==> config.mk <==
export PLATFORM = sky130hd
export DESIGN_NAME = count_decoder_flat
export DESIGN_NICKNAME = d
export VERILOG_FILES = /design/src/rtl/rftfa_pkg.sv /design/src/rtl/count_decoder_if.sv /design/src/rtl/count_decoder_popcount7.sv /design/src/rtl/count_decoder.sv /design/src/flat_wrapper.sv
export SDC_FILE = /design/constraint.sdc
export NUM_CORES = 1
export LEC_CHECK = 0
export CORE_ASPECT_RATIO = 0.9
export CORE_MARGIN = 3
export CORE_UTILIZATION = 51
export CTS_CLUSTER_DIAMETER = 200
export DETAILED_ROUTE_END_ITERATION = 6
export GPL_TIMING_DRIVEN = 0
export PLACE_DENSITY_LB_ADDON = 0.15
export SETUP_SLACK_MARGIN = 0.02
export SLEW_MARGIN = 10
export SYNTH_ARGS = -nofsm -noshare
export SYNTH_HDL_FRONTEND = slang
export SYNTH_SLANG_ARGS = --single-unit
==> constraint.sdc <==
create_clock -name clk -period 1.21 [get_ports clk]
set_input_delay 0.363 -clock clk [delete_from_list [all_inputs] [get_ports clk]]
set_output_delay 0.363 -clock clk [all_outputs]
set_load 0.02 [all_outputs]
==> src/rtl/rftfa_pkg.sv <==
// Shared constants and types for the round-trip fault-tolerance harness.
// Count decoder option: CNT_DEC_CHECK_EN.
package rftfa_pkg;

  localparam int W_IN      = 4;
  localparam int W_OUT     = 7;
  localparam int MAX_COUNT = 7;

  typedef enum logic [1:0] {
    IDLE,
    SHIFT,
    HOLD
  } state_t;

  function automatic logic [W_OUT-1:0] reverse(
    input logic [W_OUT-1:0] w
  );
    logic [W_OUT-1:0] r;
    for (int i = 0; i < W_OUT; i++) begin
      r[i] = w[W_OUT-1-i];
    end
    return r;
  endfunction

endpackage

==> src/rtl/count_decoder_if.sv <==
// Count-in / word-out handshake bundle for count_decoder.
// mismatch is meaningful only with CNT_DEC_CHECK_EN.
interface count_decoder_if;
  import rftfa_pkg::*;

  logic             in_valid;
  logic             in_ready;
  logic [W_IN-1:0]  in_count;
  logic             out_valid;
  logic             out_ready;
  logic [W_OUT-1:0] out;
  logic             err;
  logic             mismatch;

  modport master (
    output in_valid,
    output in_count,
    output out_ready,
    input  in_ready,
    input  out_valid,
    input  out,
    input  err,
    input  mismatch
  );

  modport slave (
    input  in_valid,
    input  in_count,
    input  out_ready,
    output in_ready,
    output out_valid,
    output out,
    output err,
    output mismatch
  );

endinterface

==> src/rtl/count_decoder_popcount7.sv <==
// Combinational ones counter over a 7-bit word.
// Used by count_decoder under CNT_DEC_CHECK_EN.
module popcount7 (
  input  logic [6:0] word,
  output logic [2:0] ones
);

  always_comb begin
    ones = '0;
    for (int i = 0; i < 7; i++) begin
      ones = ones + 3'(word[i]);
    end
  end

endmodule

==> src/rtl/count_decoder.sv <==
// Bit-serial ones-count to thermometer decoder.
// Optional popcount self-check: define CNT_DEC_CHECK_EN.
module count_decoder
  import rftfa_pkg::*;
#(
  parameter int W_IN  = rftfa_pkg::W_IN,
  parameter int W_OUT = rftfa_pkg::W_OUT
) (
  input logic            clk,
  input logic            rst_n,
  count_decoder_if.slave bus
);

  localparam int BW = $clog2(W_OUT);

  logic [1:0]       rsync;
  logic             rst_q;
  state_t           state;
  state_t           nxt;
  logic [W_IN-1:0]  rem;
  logic [W_IN-1:0]  sat;
  logic [BW-1:0]    bitcnt;
  logic [W_OUT-1:0] shreg;
  logic [W_OUT-1:0] word;
  logic [W_OUT-1:0] outr;
  logic             over;
  logic             bitin;
  logic             errl;
  logic             errq;
  logic             accept;
  logic             last;
  logic             done;

  // async assert, release after two clocks
  always_ff @(posedge clk or negedge rst_n) begin
    if (!rst_n) rsync <= '0;
    else        rsync <= {rsync[0], 1'b1};
  end

  assign rst_q = rsync[1];

  assign over   = bus.in_count > W_IN'(MAX_COUNT);
  assign sat    = over ? W_IN'(MAX_COUNT) : bus.in_count;
  assign bitin  = rem != '0;
  assign word   = {shreg[W_OUT-2:0], bitin};
  assign accept = (state == IDLE) && bus.in_valid;
  assign last   = (state == SHIFT) && (bitcnt == BW'(W_OUT-1));
  assign done   = (state == HOLD) && bus.out_ready;

  always_ff @(posedge clk or negedge rst_q) begin
    if (!rst_q) state <= IDLE;
    else        state <= nxt;
  end

  always_comb begin
    nxt           = state;
    bus.in_ready  = 1'b0;
    bus.out_valid = 1'b0;
    unique case (1'b1)
      state == IDLE:  begin
        bus.in_ready = 1'b1;
        if (accept) nxt = SHIFT;
      end
      state == SHIFT: begin
        if (last) nxt = HOLD;
      end
      state == HOLD:  begin
        bus.out_valid = 1'b1;
        if (done) nxt = IDLE;
      end
      default: nxt = IDLE;
    endcase
  end

  always_ff @(posedge clk or negedge rst_q) begin
    if (!rst_q) begin
      rem    <= '0;
      bitcnt <= '0;
      shreg  <= '0;
      outr   <= '0;
      errl   <= 1'b0;
      errq   <= 1'b0;
    end else if (accept) begin
      rem    <= sat;
      errl   <= over;
      bitcnt <= '0;
      shreg  <= '0;
    end else if (state == SHIFT) begin
      shreg  <= word;
      rem    <= rem - W_IN'(bitin);
      bitcnt <= bitcnt + 1'b1;
      // first bit in ends up at the MSB, so flip it into out[0]
      if (last) begin
        outr <= reverse(word);
        errq <= errl;
      end
    end
  end

  assign bus.out = outr;
  assign bus.err = errq;

`ifdef CNT_DEC_CHECK_EN
  logic [W_IN-1:0] cnt;
  logic [2:0]      ones;
  logic            mis;

  popcount7 u_pc (
    .word (word),
    .ones (ones)
  );

  always_ff @(posedge clk or negedge rst_q) begin
    if (!rst_q) begin
      cnt <= '0;
      mis <= 1'b0;
    end else begin
      if (accept) cnt <= sat;
      if (last)      mis <= W_IN'(ones) != cnt;
      else if (done) mis <= 1'b0;
    end
  end

  assign bus.mismatch = mis;
`else
  assign bus.mismatch = 1'b0;
`endif

endmodule

==> src/flat_wrapper.sv <==
// flat-port wrapper written by rule: the top's interface ports become plain ports
module count_decoder_flat import rftfa_pkg::*;
#(
  parameter int W_IN  = rftfa_pkg::W_IN,
  parameter int W_OUT = rftfa_pkg::W_OUT
)
  (clk, rst_n, bus_in_valid, bus_in_count, bus_out_ready, bus_in_ready, bus_out_valid, bus_out, bus_err, bus_mismatch);
  count_decoder_if bus_i ();
  input logic clk;
  input logic rst_n;
  input wire logic [$bits(bus_i.in_valid)-1:0] bus_in_valid;
  input wire logic [$bits(bus_i.in_count)-1:0] bus_in_count;
  input wire logic [$bits(bus_i.out_ready)-1:0] bus_out_ready;
  output wire logic [$bits(bus_i.in_ready)-1:0] bus_in_ready;
  output wire logic [$bits(bus_i.out_valid)-1:0] bus_out_valid;
  output wire logic [$bits(bus_i.out)-1:0] bus_out;
  output wire logic [$bits(bus_i.err)-1:0] bus_err;
  output wire logic [$bits(bus_i.mismatch)-1:0] bus_mismatch;
  assign bus_i.in_valid = bus_in_valid;
  assign bus_i.in_count = bus_in_count;
  assign bus_i.out_ready = bus_out_ready;
  assign bus_in_ready = bus_i.in_ready;
  assign bus_out_valid = bus_i.out_valid;
  assign bus_out = bus_i.out;
  assign bus_err = bus_i.err;
  assign bus_mismatch = bus_i.mismatch;
  count_decoder #(.W_IN(W_IN), .W_OUT(W_OUT)) u_core (.clk(clk), .rst_n(rst_n), .bus(bus_i));
endmodule
==> impl_metrics.env, run 1 <==
export IMPL_status="complete, but fails checks"
export IMPL_violations="setup timing"
export IMPL_post_route_cells_drive_above_1_share=0.517
export IMPL_cp_end_kind="flop"
export IMPL_syn_area_um2=1170
export IMPL_antenna_found_initial=0
export IMPL_final_util=0.841
export IMPL_ff2ff_path_depth=6
export IMPL_drt_iter0_markers=37
export IMPL_finalNonFillerCells=168
export IMPL_required_ns=1.48
export IMPL_nNetsFinal=156
export IMPL_globalRouteTotalUtil=0.191
export IMPL_min_period_ns=1.65
export IMPL_cts_tree="yes"
export IMPL_path_clk_slew_ns=0.14
export IMPL_rows=15
export IMPL_arrival_ns=1.92
export IMPL_yosysTopAreaCell="dfrtp_1"
export IMPL_synth_mux_area_frac=0.0954
export IMPL_dp_hpwl_mm=1.48
export IMPL_synth_area_leaders="dfrtp_1 (56%), mux2_2 (8.7%), nand2_1 (5.8%), ha_1 (4.3%), nand3_1 (3.9%)"
export IMPL_synth_top_family_by_area="simple AND/OR/NAND/NOR gates"
export IMPL_initial_core_util=0.571
export IMPL_critPathKind="flop to flop"
export IMPL_synth_area_per_cell_um2=11.0
export IMPL_ys_seq_elements=26
export IMPL_via_count=927
export IMPL_clkSinkCount=26
export IMPL_p_per_area_nw_per_um2=2650
export IMPL_synth_seq_area_share=0.557
export IMPL_postCtsHoldBufs=0
export IMPL_grt_max_degree=25
export IMPL_finalClockSkew_ns=0.00554
export IMPL_area_growth_pct=47.4
export IMPL_rrSetupSlack_ns=-0.44
export IMPL_cts_buffer_depth=2
export IMPL_grt_pass1_vias=942
export IMPL_r2r_start="u_core.rem[0]"
export IMPL_p_total_uw=4570
export IMPL_synthesis_nets=118
export IMPL_final_common_cell="dfrtp_1"
export IMPL_firstDrtPassIters=4
export IMPL_coreArea_um2=2050
export IMPL_grtUsageMet2=0.319
export IMPL_worst_slack_ns=-0.441
export IMPL_drv_slew=0
export IMPL_cts_root_buffer="clkbuf_4"
export IMPL_fillCellCount=108
export IMPL_ios=19
export IMPL_viasPerCell=5.52
export IMPL_fmax_mhz=606
export IMPL_ys_flop_type="dfrtp_1"
export IMPL_max_cap_violations=0
export IMPL_hold_violations=0
export IMPL_ys_types=28
export IMPL_grt_ovfl_total=0
export IMPL_tightest_slew_ns=0.531
export IMPL_synth_edf_count=0
export IMPL_use_met1=0.239
export IMPL_synth_fa_ha_area_frac=0.0429
export IMPL_grt_pass1_wl_mm=4.28
export IMPL_cts_buffers_inserted=3
export IMPL_path_max_fanout=2
export IMPL_ys_async_sr_fraction=1.00
export IMPL_ys_warn_count=0
export IMPL_io_buffers=17
export IMPL_synth_cells=106
export IMPL_synth_top_area_frac=0.557
export IMPL_busiest_layer="met2"
export IMPL_relSlewSlack=0.646
export IMPL_critPathLaunchType="flop"
export IMPL_gp_congestion=0.776
export IMPL_diodes=0
export IMPL_rsz0062_at_grt="true"
export IMPL_p_leak_uw=0.000822
export IMPL_die_w_um=56.4
export IMPL_fin_crit_sh=1.36
export IMPL_r2r_end="u_core.rem[1]"
export IMPL_wl_per_cell_um=17.0
export IMPL_routed_wl_mm=2.85
export IMPL_hold_path_class="input pin to async pin"
export IMPL_synth_compound_area_frac=0.0450
export IMPL_synth_xor_area_frac=0
export IMPL_place_inst=148
export IMPL_irDropWorstVdd_mv=2.07
export IMPL_setup_viol=32
export IMPL_synthSimpleGateAreaFrac=0.191
export IMPL_die_y_um=51.4
export IMPL_ant_nets=0
export IMPL_dpl_worst_slack_ns=-0.529
export IMPL_tns_ns=-5.14
export IMPL_final_cell_mix="dfrtp_1 (21), nand2_1 (17), buf_6 (14), buf_4 (13), nand3_2 (9)"
export IMPL_clk_latency_ns=0.33
export IMPL_use_met3=0.0429
export IMPL_drc_errors=0
export IMPL_cts_htree_levels=1
export IMPL_fp_dieArea_um2=2900
==> repair_timing <==
| item | 4_1_cts | 5_1_grt |
|---|---|---|
| gates resized for setup | 72 | 16 |
| buffers inserted | 12 | 5 |
| pin swaps | 5 | 2 |
| cloned | 1 | 0 |
| endpoints found under the setup margin | 33 | 36 |
==> how the worst max path moves through the flow <==
stage	start	endpoint	slack [ns]	cells after the start
detailed placement	bus_in_valid	u_core.bitcnt[2]	-0.53	6
floorplan	u_core.rem[0]	u_core.rem[1]	-0.36	6
global placement	bus_in_valid	u_core.bitcnt[2]	-0.51	6
finish	u_core.rem[0]	u_core.rem[1]	-0.44	6
CTS	u_core.rem[2]	u_core.rem[1]	-0.44	6
global route	u_core.rem[0]	u_core.rem[1]	-0.51	6
==> layer usage <==
layer  vias to the layer above  routed length [um]
met1                       471                1290
met3                         6                  78
met5                         -                   0
li1                        433                   -
met4                         0                  47
met2                        17                1440
==> cell type report <==
class	instances	area [um^2]	area share
inverters	5	18.8	0.0109
repair buffers	33	318	0.185
well taps	25	31.3	0.0182
multi-input cells	70	603	0.351
clock buffers	4	36.3	0.0211
plain buffers	5	56.3	0.0327
flip-flops and latches	26	657	0.382
==> state kept, by name, indices dropped and copies added (netlist names) <==
name            flops
u_core.rem          4
u_core.bitcnt       3
u_core.bus.err      1
u_core.errl         1
u_core.shreg        6
u_core.rsync        2
u_core.state        2
u_core.bus.out      7
==> where the power goes <==
group          switching [uW]  internal (uW)  total, uW
combinational            1150           1340       2490
sequential                375           1250       1630
clock                     269            184        454
total                    1790           2780       4570
==> worst max-delay path: stages (launching register included) <==
cell	delay, ns
dfrtp_1	0.44
nor4_4	0.30
inv_1	0.08
ha_2	0.20
ha_4	0.21
mux2_4	0.26
a21oi_2	0.10
==> cell families after synthesis <==
group	Yosys count
other	2
DFF	26
adders and majority gates	4
and+or+nand+nor	43
AOI/OAI and AO/OA	10
buffers and inverters	11
muxes	10
==> synthesized netlist by cell type, types with 2 or more instances <==
library cell,n
o21ai_0,6
inv_1,5
nor3_1,4
buf_6,2
conb_1,2
nand2_1,18
dfrtp_1,26
mux2_2,9
nand3_1,9
nand3b_1,2
nor2_1,2
ha_1,4
a21oi_1,2
==> through the flow <==
step / hold WS, ns / instance area [um^2]
2_1_floorplan: 0.0674 / 1250
3_3_place_gp: 0.340 / 1450
3_5_place_dp: 0.343 / 1450
4_1_cts: 0.176 / 1650
5_1_grt: 0.161 / 1720
6_report: 0.172 / 1720
No activity file was read; power rests on OpenSTA's default activity.
==> run 2: changes to the inputs <==
CTS_CLUSTER_DIAMETER = default   (was 200)
==> results of run 2 <==
Final layout, timing and power as in run 1 (identical DEF).
